[src/rtl/seq_ripple_borrow_subtractor_pkg.sv]
// Shared definitions for the sequential ripple-borrow subtractor.
//   state_t : FSM state encoding (IDLE / BUSY / DONE)
//   clog2   : ceiling log2, used to size the slice counter
package seq_ripple_borrow_subtractor_pkg;

    typedef enum logic [1:0] {
        ST_IDLE = 2'd0,
        ST_BUSY = 2'd1,
        ST_DONE = 2'd2
    } state_t;

    function automatic int unsigned clog2(input int unsigned v);
        int unsigned r;
        r = 0;
        while ((64'd1 << r) < 64'(v)) r++;
        return r;
    endfunction

endpackage

[src/rtl/seq_ripple_borrow_subtractor_borrow_cell.sv]
// One-bit full subtractor: d = a - b - br_in, with borrow-out.
//   a, b    : operand bits
//   br_in   : borrow from the next-lower bit
//   d       : difference bit
//   br_out  : borrow into the next-higher bit
module borrow_cell (
    input  logic a,
    input  logic b,
    input  logic br_in,
    output logic d,
    output logic br_out
);

    assign d      = a ^ b ^ br_in;
    assign br_out = (~a & b) | (~(a ^ b) & br_in);

endmodule

[src/rtl/seq_ripple_borrow_subtractor.sv]
// Multi-cycle ripple-borrow subtractor: diff = A - B - bin over bw bits,
// one chunk-bit slice per clock (LSB slice first), borrow registered between
// slices. Valid/ready handshake on input and output.
//   CLK, RESET            : clock, asynchronous active-high reset
//   A, B, bin, in_valid   : operands, accepted when in_valid && in_ready
//   in_ready              : high in IDLE while RESET is low
//   diff, bout, ovf       : result, unsigned borrow-out, signed overflow
//   out_valid, out_ready  : result handshake; result held until accepted
module seq_ripple_borrow_subtractor
    import seq_ripple_borrow_subtractor_pkg::*;
#(
    parameter int unsigned bw    = 32,
    parameter int unsigned chunk = 8
) (
    input  logic          CLK,
    input  logic          RESET,
    input  logic [bw-1:0] A,
    input  logic [bw-1:0] B,
    input  logic          bin,
    input  logic          in_valid,
    output logic          in_ready,
    output logic [bw-1:0] diff,
    output logic          bout,
    output logic          ovf,
    output logic          out_valid,
    input  logic          out_ready
);

    localparam int unsigned NCH = bw / chunk;
    localparam int unsigned CW  = (NCH > 1) ? clog2(NCH) : 1;

    state_t           r_state;
    state_t           w_state_nxt;
    logic [CW-1:0]    r_cnt;
    logic [chunk-1:0] r_a_sl [NCH];
    logic [chunk-1:0] r_b_sl [NCH];
    logic [chunk-1:0] r_d_sl [NCH];
    logic [chunk-1:0] w_a_in [NCH];
    logic [chunk-1:0] w_b_in [NCH];
    logic             r_br;
    logic             r_bout;
    logic             r_ovf;
    logic             r_out_valid;
    logic [chunk-1:0] w_a;
    logic [chunk-1:0] w_b;
    logic [chunk-1:0] w_d;
    logic [chunk:0]   w_br;
    logic             w_last;

    // Operands and result are kept as slice arrays so the active slice is a
    // plain array index and each result slice is written in place.
    for (genvar g = 0; g < NCH; g++) begin : g_slice
        assign w_a_in[g]               = A[g*chunk +: chunk];
        assign w_b_in[g]               = B[g*chunk +: chunk];
        assign diff[g*chunk +: chunk]  = r_d_sl[g];
    end

    assign w_a    = r_a_sl[r_cnt];
    assign w_b    = r_b_sl[r_cnt];
    assign w_br[0] = r_br;
    assign w_last = (r_cnt == CW'(NCH - 1));

    for (genvar i = 0; i < chunk; i++) begin : g_cell
        borrow_cell u_cell (
            .a      (w_a[i]),
            .b      (w_b[i]),
            .br_in  (w_br[i]),
            .d      (w_d[i]),
            .br_out (w_br[i+1])
        );
    end

    always_ff @(posedge CLK or posedge RESET) begin
        if (RESET) r_state <= ST_IDLE;
        else       r_state <= w_state_nxt;
    end

    always_comb begin
        w_state_nxt = r_state;
        case (r_state)
            ST_IDLE: if (in_valid)  w_state_nxt = ST_BUSY;
            ST_BUSY: if (w_last)    w_state_nxt = ST_DONE;
            ST_DONE: if (out_ready) w_state_nxt = ST_IDLE;
            default:                w_state_nxt = ST_IDLE;
        endcase
    end

    always_ff @(posedge CLK or posedge RESET) begin
        if (RESET) begin
            r_cnt       <= '0;
            r_a_sl      <= '{default: '0};
            r_b_sl      <= '{default: '0};
            r_d_sl      <= '{default: '0};
            r_br        <= 1'b0;
            r_bout      <= 1'b0;
            r_ovf       <= 1'b0;
            r_out_valid <= 1'b0;
        end else begin
            case (r_state)
                ST_IDLE: begin
                    if (in_valid) begin
                        r_a_sl <= w_a_in;
                        r_b_sl <= w_b_in;
                        r_br   <= bin;
                        r_cnt  <= '0;
                    end
                end
                ST_BUSY: begin
                    r_d_sl[r_cnt] <= w_d;
                    r_br          <= w_br[chunk];
                    if (w_last) begin
                        r_cnt       <= '0;
                        r_bout      <= w_br[chunk];
                        // Signed overflow: borrow into MSB differs from borrow out.
                        r_ovf       <= w_br[chunk-1] ^ w_br[chunk];
                        r_out_valid <= 1'b1;
                    end else begin
                        r_cnt <= r_cnt + 1'b1;
                    end
                end
                ST_DONE: begin
                    if (out_ready) r_out_valid <= 1'b0;
                end
                default: ;
            endcase
        end
    end

    assign in_ready  = (r_state == ST_IDLE) && !RESET;
    assign bout      = r_bout;
    assign ovf       = r_ovf;
    assign out_valid = r_out_valid;

endmodule

[config.mk]
export PLATFORM = sky130hd
export DESIGN_NAME = seq_ripple_borrow_subtractor
export DESIGN_NICKNAME = d
export VERILOG_FILES = /design/src/rtl/seq_ripple_borrow_subtractor_pkg.sv /design/src/rtl/seq_ripple_borrow_subtractor_borrow_cell.sv /design/src/rtl/seq_ripple_borrow_subtractor.sv
export SDC_FILE = /design/constraint.sdc
export NUM_CORES = 1
export LEC_CHECK = 0
export ABC_AREA = 1
export BUFFER_PORTS_ARGS = -buffer_cell sky130_fd_sc_hd__buf_2
export CAP_MARGIN = 20
export CORE_AREA = 2 2 98 100
export DETAILED_ROUTE_END_ITERATION = 16
export DIE_AREA = 0 0 100 102
export PLACE_DENSITY = 0.79
export RECOVER_POWER = 100
export SYNTH_ARGS = -nofsm -noshare
export SYNTH_HDL_FRONTEND = slang
export SYNTH_SLANG_ARGS = --single-unit
[constraint.sdc]
create_clock -name CLK -period 9 [get_ports CLK]
set_clock_uncertainty 0.05 [all_clocks]
set_input_delay 1.35 -clock CLK [delete_from_list [all_inputs] [get_ports CLK]]
set_output_delay 1.35 -clock CLK [all_outputs]
set_load 0.05 [all_outputs]
* Yosys cells after proc, flatten, opt, wreduce, memory -nomap -nowiden
Index checks and enable logic that the tools add are counted.
** Word-level totals
- Register bits :: 104
- Bits in latches :: 0
- Memory bits (writable) :: 0
- Memory bits (read-only) :: 0
- Bits of input ports :: 69
- Output and inout bits :: 36
- Word-level logic and storage cells :: 117
- Memories kept :: 0
** Operators by class
- Add/subtract/negate cells :: 1
- $mul :: 0
- Divide/modulo/power cells :: 0
- Magnitude comparators :: 2
- Equal/unequal tests :: 6
- Shift-type cells :: 0
- Muxes and demuxes :: 21
- Bitwise logic cells :: 58
- Reduce and logical (&&, ||, !) cells :: 11
** Operators with widths (count)
- $mux 8 :: 5
- $bmux 8 s2 :: 2
- $bwmux 32 :: 1
- $xor 1x1->1 :: 17
- $and 1x1->1 :: 16
- $demux 8 s2 :: 1
- $not 1->1 :: 16
- $mux 2 :: 5
- $or 1x1->1 :: 8
- $ne 2x2->1 const B :: 3
- $pmux 2 s3 :: 1
- $reduce_and 2->1 :: 3
- $reduce_and 3->1 :: 2
- $eq 2x2->1 const B :: 2
- $pmux 1 s2 :: 2
- $pmux 2 s2 :: 1
- $reduce_bool 2->1 :: 2
- $ge 3x3->1 const B :: 1
- $lt 3x1->1 const B :: 1
- $mux 1 :: 3
- $not 2->3 :: 1
- $add 2x1->2 const B :: 1
- $eq 2x1->1 const B :: 1
- $logic_and 1x1->1 :: 2
- other kinds (2) :: 2

* Longest topological paths before layout
- Word-level depth :: 23
- Gate-level depth with buffers :: 22

* Cells and area by module
From an unflattened synthesis, not the netlist that was laid out.
** Unflattened totals
- Cell total of the unflattened synthesis :: 638
- Area total of the unflattened synthesis :: 5001.0 µm²
** Modules (own cells, without submodules)
- seq_ripple_borrow_subtractor :: times used 1, cells an instance 607, area an instance 4754.6 µm², sequential area each 2602.5 µm²
- borrow_cell (g_cell[0].u_cell ...) :: times used 7, cells an instance 4, area an instance 31.3 µm², sequential area each 0.0 µm²
- borrow_cell (g_cell[5].u_cell) :: times used 1, cells an instance 3, area an instance 27.5 µm², sequential area each 0.0 µm²

* Worst setup path before layout
OpenSTA, ideal clock, no wires.
- Kind :: reg-to-reg
- Start :: register r_cnt[0]
- End :: register r_d_sl, in the netlist diff[15]
- Setup time :: 0.118 ns
- Data arrival time :: 4.164 ns
- Required time :: 8.832 ns
- Setup slack :: 4.668 ns
- Cell stages (with the launch flop) :: 20
- Path buffers :: 2
- Period minus slack after synthesis :: 4.332 ns
- Cell sequence :: dfrtp_1 > clkbuf_1 > inv_2 > buf_2 > nand2_1 > nand2_1 > nand2_1 > nand2_1 > fa_1 > inv_1 > fa_1 > fa_1 > fa_1 > fa_1 > fa_1 > fa_1 > inv_1 > fa_1 > nand2_1 > nand2_1
** Between the ends
- Cells in the longest elaborated chain, start to end :: 22
- Elaborated cells on any way between the ends :: 57
- Classes of those cells :: order compare: 2; mux: 9; bitwise: 45; reduce/logical: 1
** Ends and longest elaborated chain
- start: declaration :: RTL line seq_ripple_borrow_subtractor.sv:34 : logic [CW-1:0] r_cnt;
- start signal: assignment :: RTL line seq_ripple_borrow_subtractor.sv:118 : r_cnt <= r_cnt + 1'b1;
- $not 2->3 (implied by the code) * :: RTL line seq_ripple_borrow_subtractor.sv:58, seq_ripple_borrow_subtractor.sv:59
- $bmux 8 s2, on equally long branches :: RTL line seq_ripple_borrow_subtractor.sv:58, seq_ripple_borrow_subtractor.sv:59
- $mux 8, on equally long branches (2 in series) :: RTL line seq_ripple_borrow_subtractor.sv:58, seq_ripple_borrow_subtractor.sv:59
- $xor 1x1->1 :: RTL line seq_ripple_borrow_subtractor_borrow_cell.sv:15 : assign br_out = (~a & b) | (~(a ^ b) & br_in);
- $not 1->1 :: RTL line seq_ripple_borrow_subtractor_borrow_cell.sv:15
- $and 1x1->1 :: RTL line seq_ripple_borrow_subtractor_borrow_cell.sv:15
- $or 1x1->1 :: RTL line seq_ripple_borrow_subtractor_borrow_cell.sv:15
- $and 1x1->1 :: RTL line seq_ripple_borrow_subtractor_borrow_cell.sv:15
- [... 6 more ...]
- $or 1x1->1 :: RTL line seq_ripple_borrow_subtractor_borrow_cell.sv:15
- $and 1x1->1 :: RTL line seq_ripple_borrow_subtractor_borrow_cell.sv:15
- $or 1x1->1 :: RTL line seq_ripple_borrow_subtractor_borrow_cell.sv:15
- $and 1x1->1 :: RTL line seq_ripple_borrow_subtractor_borrow_cell.sv:15
- $or 1x1->1 :: RTL line seq_ripple_borrow_subtractor_borrow_cell.sv:15
- $xor 1x1->1 * :: RTL line seq_ripple_borrow_subtractor_borrow_cell.sv:14 : assign d = a ^ b ^ br_in;
- via g_cell[7].u_cell.d :: RTL line seq_ripple_borrow_subtractor_borrow_cell.sv:10 : output logic d,
- $bwmux 32 * :: RTL line seq_ripple_borrow_subtractor.sv:109 : r_d_sl[r_cnt] <= w_d;
- end signal: indexed assignment :: RTL line seq_ripple_borrow_subtractor.sv:109
- end: declaration :: RTL line seq_ripple_borrow_subtractor.sv:37 : logic [chunk-1:0] r_d_sl [NCH];
The timed path passes the listed nets; every way through them passes the cells marked *. The select of a mux whose other input is x is not followed.
A chain may end at the register's enable or synchronous reset.

==> report_table.html <==
<table>
<tr><th>Metric</th><th>Value</th></tr>
<tr><th colspan="2">Setup path</th></tr>
<tr><td>CP Max Fanout</td><td>approximately 80</td></tr>
<tr><td>Nature of the critical path endpoint</td><td>async pin</td></tr>
<tr><td>Flop-to-flop setup slack</td><td>3950 ps</td></tr>
<tr><td>Critical setup path kind</td><td>in2async</td></tr>
<tr><td>Data required time of the worst path</td><td>~8500 ps</td></tr>
<tr><td>Data arrival time at the worst-slack endpoint</td><td>approximately 5100 ps</td></tr>
<tr><td>Number of cells traversed by the worst register-to-register path</td><td>13</td></tr>
<tr><td>Nature of the critical path startpoint</td><td>input pin</td></tr>
<tr><th colspan="2">Yosys</th></tr>
<tr><td>Cell with the most instances after synthesis</td><td>nand2_1</td></tr>
<tr><td>Number of synthesized register bits</td><td>approximately 100</td></tr>
<tr><td>Area share of the largest cell type after synthesis</td><td>53.4%</td></tr>
<tr><td>Mapped cell area</td><td>between 0.004 and 0.005 mm^2</td></tr>
<tr><td>Most common library cells after synthesis</td><td>nand2_1 (337), dfrtp_1 (104), nand3_1 (83), inv_1 (25), buf_2 (17)</td></tr>
<tr><td>Top cells by area in the synthesized netlist</td><td>dfrtp_1 (53%), nand2_1 (26%), nand3_1 (8.5%)</td></tr>
<tr><td>Post-Syn Nets</td><td>694</td></tr>
<tr><td>Post-Synth Adder-Cell Area</td><td>4.31%</td></tr>
<tr><td>Cells after synthesis</td><td>approximately 600</td></tr>
<tr><td>Mux share of post-synthesis cell area</td><td>0%</td></tr>
<tr><td>Share of synthesized area occupied by flip-flops and latches</td><td>53.4%</td></tr>
<tr><td>Synth Area in Compound Gates</td><td>around 1.6%</td></tr>
<tr><td>Average footprint of a synthesized cell</td><td>around 8.0 um^2</td></tr>
<tr><td>Largest family of logic cells by synthesized area</td><td>simple AND/OR/NAND/NOR gates</td></tr>
<tr><td>Leading register cell type out of synthesis</td><td>dfrtp_1</td></tr>
<tr><td>Cell accounting for the most synthesized area</td><td>dfrtp_1</td></tr>
<tr><td>Number of synthesized flops with an enable pin</td><td>0</td></tr>
<tr><td>Count of yosys warnings during synthesis</td><td>0</td></tr>
<tr><td>Number of library cell types mapped by synthesis</td><td>19</td></tr>
<tr><td>Post-synthesis share of cell area spent on xor and xnor gates</td><td>0%</td></tr>
<tr><td>Share of flip-flops with an asynchronous set or reset</td><td>100%</td></tr>
<tr><td>Fraction of the mapped netlist area in simple logic gates</td><td>between 30% and 40%</td></tr>
<tr><th colspan="2">Clocking</th></tr>
<tr><td>Number of buffers added by the clock tree synthesis step</td><td>9</td></tr>
<tr><td>Count of instances resized after the clock tree is built</td><td>0</td></tr>
<tr><td>Clock Tree Root</td><td>clkbuf_8</td></tr>
<tr><td>Buffers from clock root to sink, at most</td><td>2</td></tr>
<tr><td>CTS tree</td><td>done</td></tr>
<tr><td>Clock sink count</td><td>roughly 100</td></tr>
<tr><td>Clk pin slew, worst setup/hold paths</td><td>about 90 ps</td></tr>
<tr><td>Post-CTS Setup Bufs</td><td>0</td></tr>
<tr><td>Clock latency on the worst-skew pair</td><td>360 ps</td></tr>
<tr><td>H-tree depth</td><td>3</td></tr>
<tr><td>Hold Buf Count CTS</td><td>0</td></tr>
<tr><th colspan="2">Place</th></tr>
<tr><td>Number of input and output port buffers inserted</td><td>between 100 and 150</td></tr>
<tr><td>Final RePlAce weighted congestion</td><td>slightly below 0.9</td></tr>
<tr><td>Half-perimeter wire length after detailed placement</td><td>roughly 8000 um</td></tr>
<tr><th colspan="2">Finish</th></tr>
<tr><td>Proportion of layout cells with a drive suffix above 1</td><td>12.5%</td></tr>
<tr><td>Layout-stage area growth over the synthesis result</td><td>13.4%</td></tr>
<tr><td>Antenna diodes</td><td>0</td></tr>
<tr><td>Nets</td><td>slightly below 800</td></tr>
<tr><th colspan="2">Floorplan</th></tr>
<tr><td>Boundary Pins</td><td>~110</td></tr>
<tr><td>Initial cell density of the core</td><td>a little over half</td></tr>
<tr><td>Die span in x</td><td>~100 um</td></tr>
<tr><td>Cell Rows</td><td>35</td></tr>
<tr><td>Core Region</td><td>a little over 0.009 mm^2</td></tr>
<tr><td>Die extent in y</td><td>102 um</td></tr>
<tr><td>Die Area</td><td>0.0102 mm^2</td></tr>
<tr><th colspan="2">Timing</th></tr>
<tr><td>Fmax</td><td>~0.18 GHz</td></tr>
<tr><td>RSZ-0062 raised after global routing</td><td>false</td></tr>
<tr><td>Final critical path time including I/O delays and setup</td><td>between 5000 and 6000 ps</td></tr>
<tr><td>Max transition margin</td><td>-171%</td></tr>
<tr><td>Transition time of the tightest slew-check pin</td><td>slightly above 4000 ps</td></tr>
<tr><td>Number of endpoints with negative hold slack in the final report</td><td>0</td></tr>
<tr><td>Number of endpoints failing setup at the final stage</td><td>0</td></tr>
<tr><td>Fin Setup TNS</td><td>0 ps</td></tr>
<tr><td>Max-slew violation count</td><td>200</td></tr>
<tr><td>Final worst path period share</td><td>between 60 and 70%</td></tr>
<tr><th colspan="2">Worst hold path</th></tr>
<tr><td>Type of the most critical hold path</td><td>reg2reg</td></tr>
<tr><td>Hold Path Cell Cnt</td><td>2</td></tr>
<tr><th colspan="2">Global route</th></tr>
<tr><td>Total gr overflow</td><td>0</td></tr>
<tr><td>Antenna violations before repair</td><td>1</td></tr>
<tr><td>Vias in the first global route</td><td>3,917</td></tr>
<tr><td>Overall global routing resource usage</td><td>a little under a quarter</td></tr>
<tr><td>Pin count of the biggest net entering global routing</td><td>80</td></tr>
<tr><td>First-pass GRT wire length</td><td>approximately 18,000 um</td></tr>
<tr><th colspan="2">Routing</th></tr>
<tr><td>Average wire per cell in the routed design</td><td>13.6 um</td></tr>
<tr><td>Number of detailed-routing iterations run before antenna repair</td><td>4</td></tr>
<tr><td>Remaining design rule violation count</td><td>0</td></tr>
<tr><td>Count of routing violations after the opening detailed-route iteration</td><td>between 200 and 250</td></tr>
<tr><td>Number of nets still failing antenna checks after routing</td><td>0</td></tr>
<tr><td>Detailed Route WL</td><td>around 11,000 um</td></tr>
<tr><td>Detailed-route via count</td><td>approximately 4,200</td></tr>
<tr><td>Drt via density</td><td>5.13</td></tr>
<tr><th colspan="2">Status</th></tr>
<tr><td>Result of the run</td><td>finished with violations</td></tr>
<tr><td>Failing checks</td><td>max-capacitance violations, max-slew violations</td></tr>
<tr><th colspan="2">Run</th></tr>
<tr><td>Max Cap Viol</td><td>3</td></tr>
</table>
-- sequential cells by signal, summed over array words and instances, names as in the netlist --
| name | cells |
|---|---|
| bout | 1 |
| diff | 32 |
| out_valid | 1 |
| ovf | 1 |
| r_a_sl | 32 |
| r_b_sl | 32 |
| r_br | 1 |
| r_cnt | 2 |
| r_state | 2 |
-- stage by stage --
step	instance area, um^2	worst slack [ps]	std cells	hold WS [ps]	utilization, %
floorplan	4880	4670	613	392	-
global placement	5410	4160	800	398	59.4
detailed placement	5410	4040	800	403	59.4
CTS	5590	4000	816	424	61.3
global route	5530	2410	817	451	60.7
finish	5530	3410	817	426	60.7
-- cells by family after synthesis --
| logic type | count (synthesis) |
|---|---|
| AO/OA/AOI/OAI | 11 |
| buffers and inverters | 59 |
| flip-flops | 104 |
| adder cells (fa/ha/maj) | 12 |
| AND/OR/NAND/NOR | 427 |
-- placed cells by master (no fill, tap or decap), types with 2 or more instances in the layout --
cell / count
nand2_1: 337
nand3_1: 83
o21ai_0: 2
nor2_1: 3
clkbuf_8: 10
dfrtp_1: 104
inv_1: 24
buf_2: 67
buf_4: 2
ha_1: 4
nor2_4: 2
clkinv_4: 2
o211ai_1: 8
clkbuf_1: 42
fa_1: 8
-- critical path, cell delays in order --
cell and delay, ps:
clkbuf_1 90, clkinvlp_2 640, clkbuf_1 2900
-- final cells by class --
type | count | area, um^2
Fill cell | 855 | 3580
Inverter | 27 | 103
Multi-Input combinational cell | 450 | 2010
Sequential cell | 104 | 2600
Clock buffer | 12 | 145
Clock inverter | 4 | 30.0
Timing Repair Buffer | 109 | 500
Tap cell | 111 | 139
-- path summary, 6_finish.rpt --
path | from | to
setup / recovery | RESET | r_a_sl[26]$_DFFE_PP0P_
hold / removal | diff[26]$_DFFE_PP0P_ | diff[26]$_DFFE_PP0P_
setup reg to reg | r_cnt[1]$_DFFE_PP0P_ | diff[7]$_DFFE_PP0P_
hold reg to reg | diff[26]$_DFFE_PP0P_ | diff[26]$_DFFE_PP0P_
max in group CLK | in_valid | r_a_sl[25]$_DFFE_PP0P_
min in group asynchronous | RESET | r_state[1]$_DFFE_PP0P_
-- layer usage --
| metal | track usage, % | vias up | share of wire (%) |
|---|---|---|---|
| met1 | 32.0 | 1967 | 46 |
| met4 | 8.11 | 0 | 1.9 |
| met5 | 0 | - | 0 |
| met2 | 36.4 | 123 | 47 |
| met3 | 4.17 | 19 | 5.2 |
| li1 | - | 2080 | - |
Power is not shown: default switching activity piles up to over one toggle a cycle in this logic, so the estimate is an artifact.
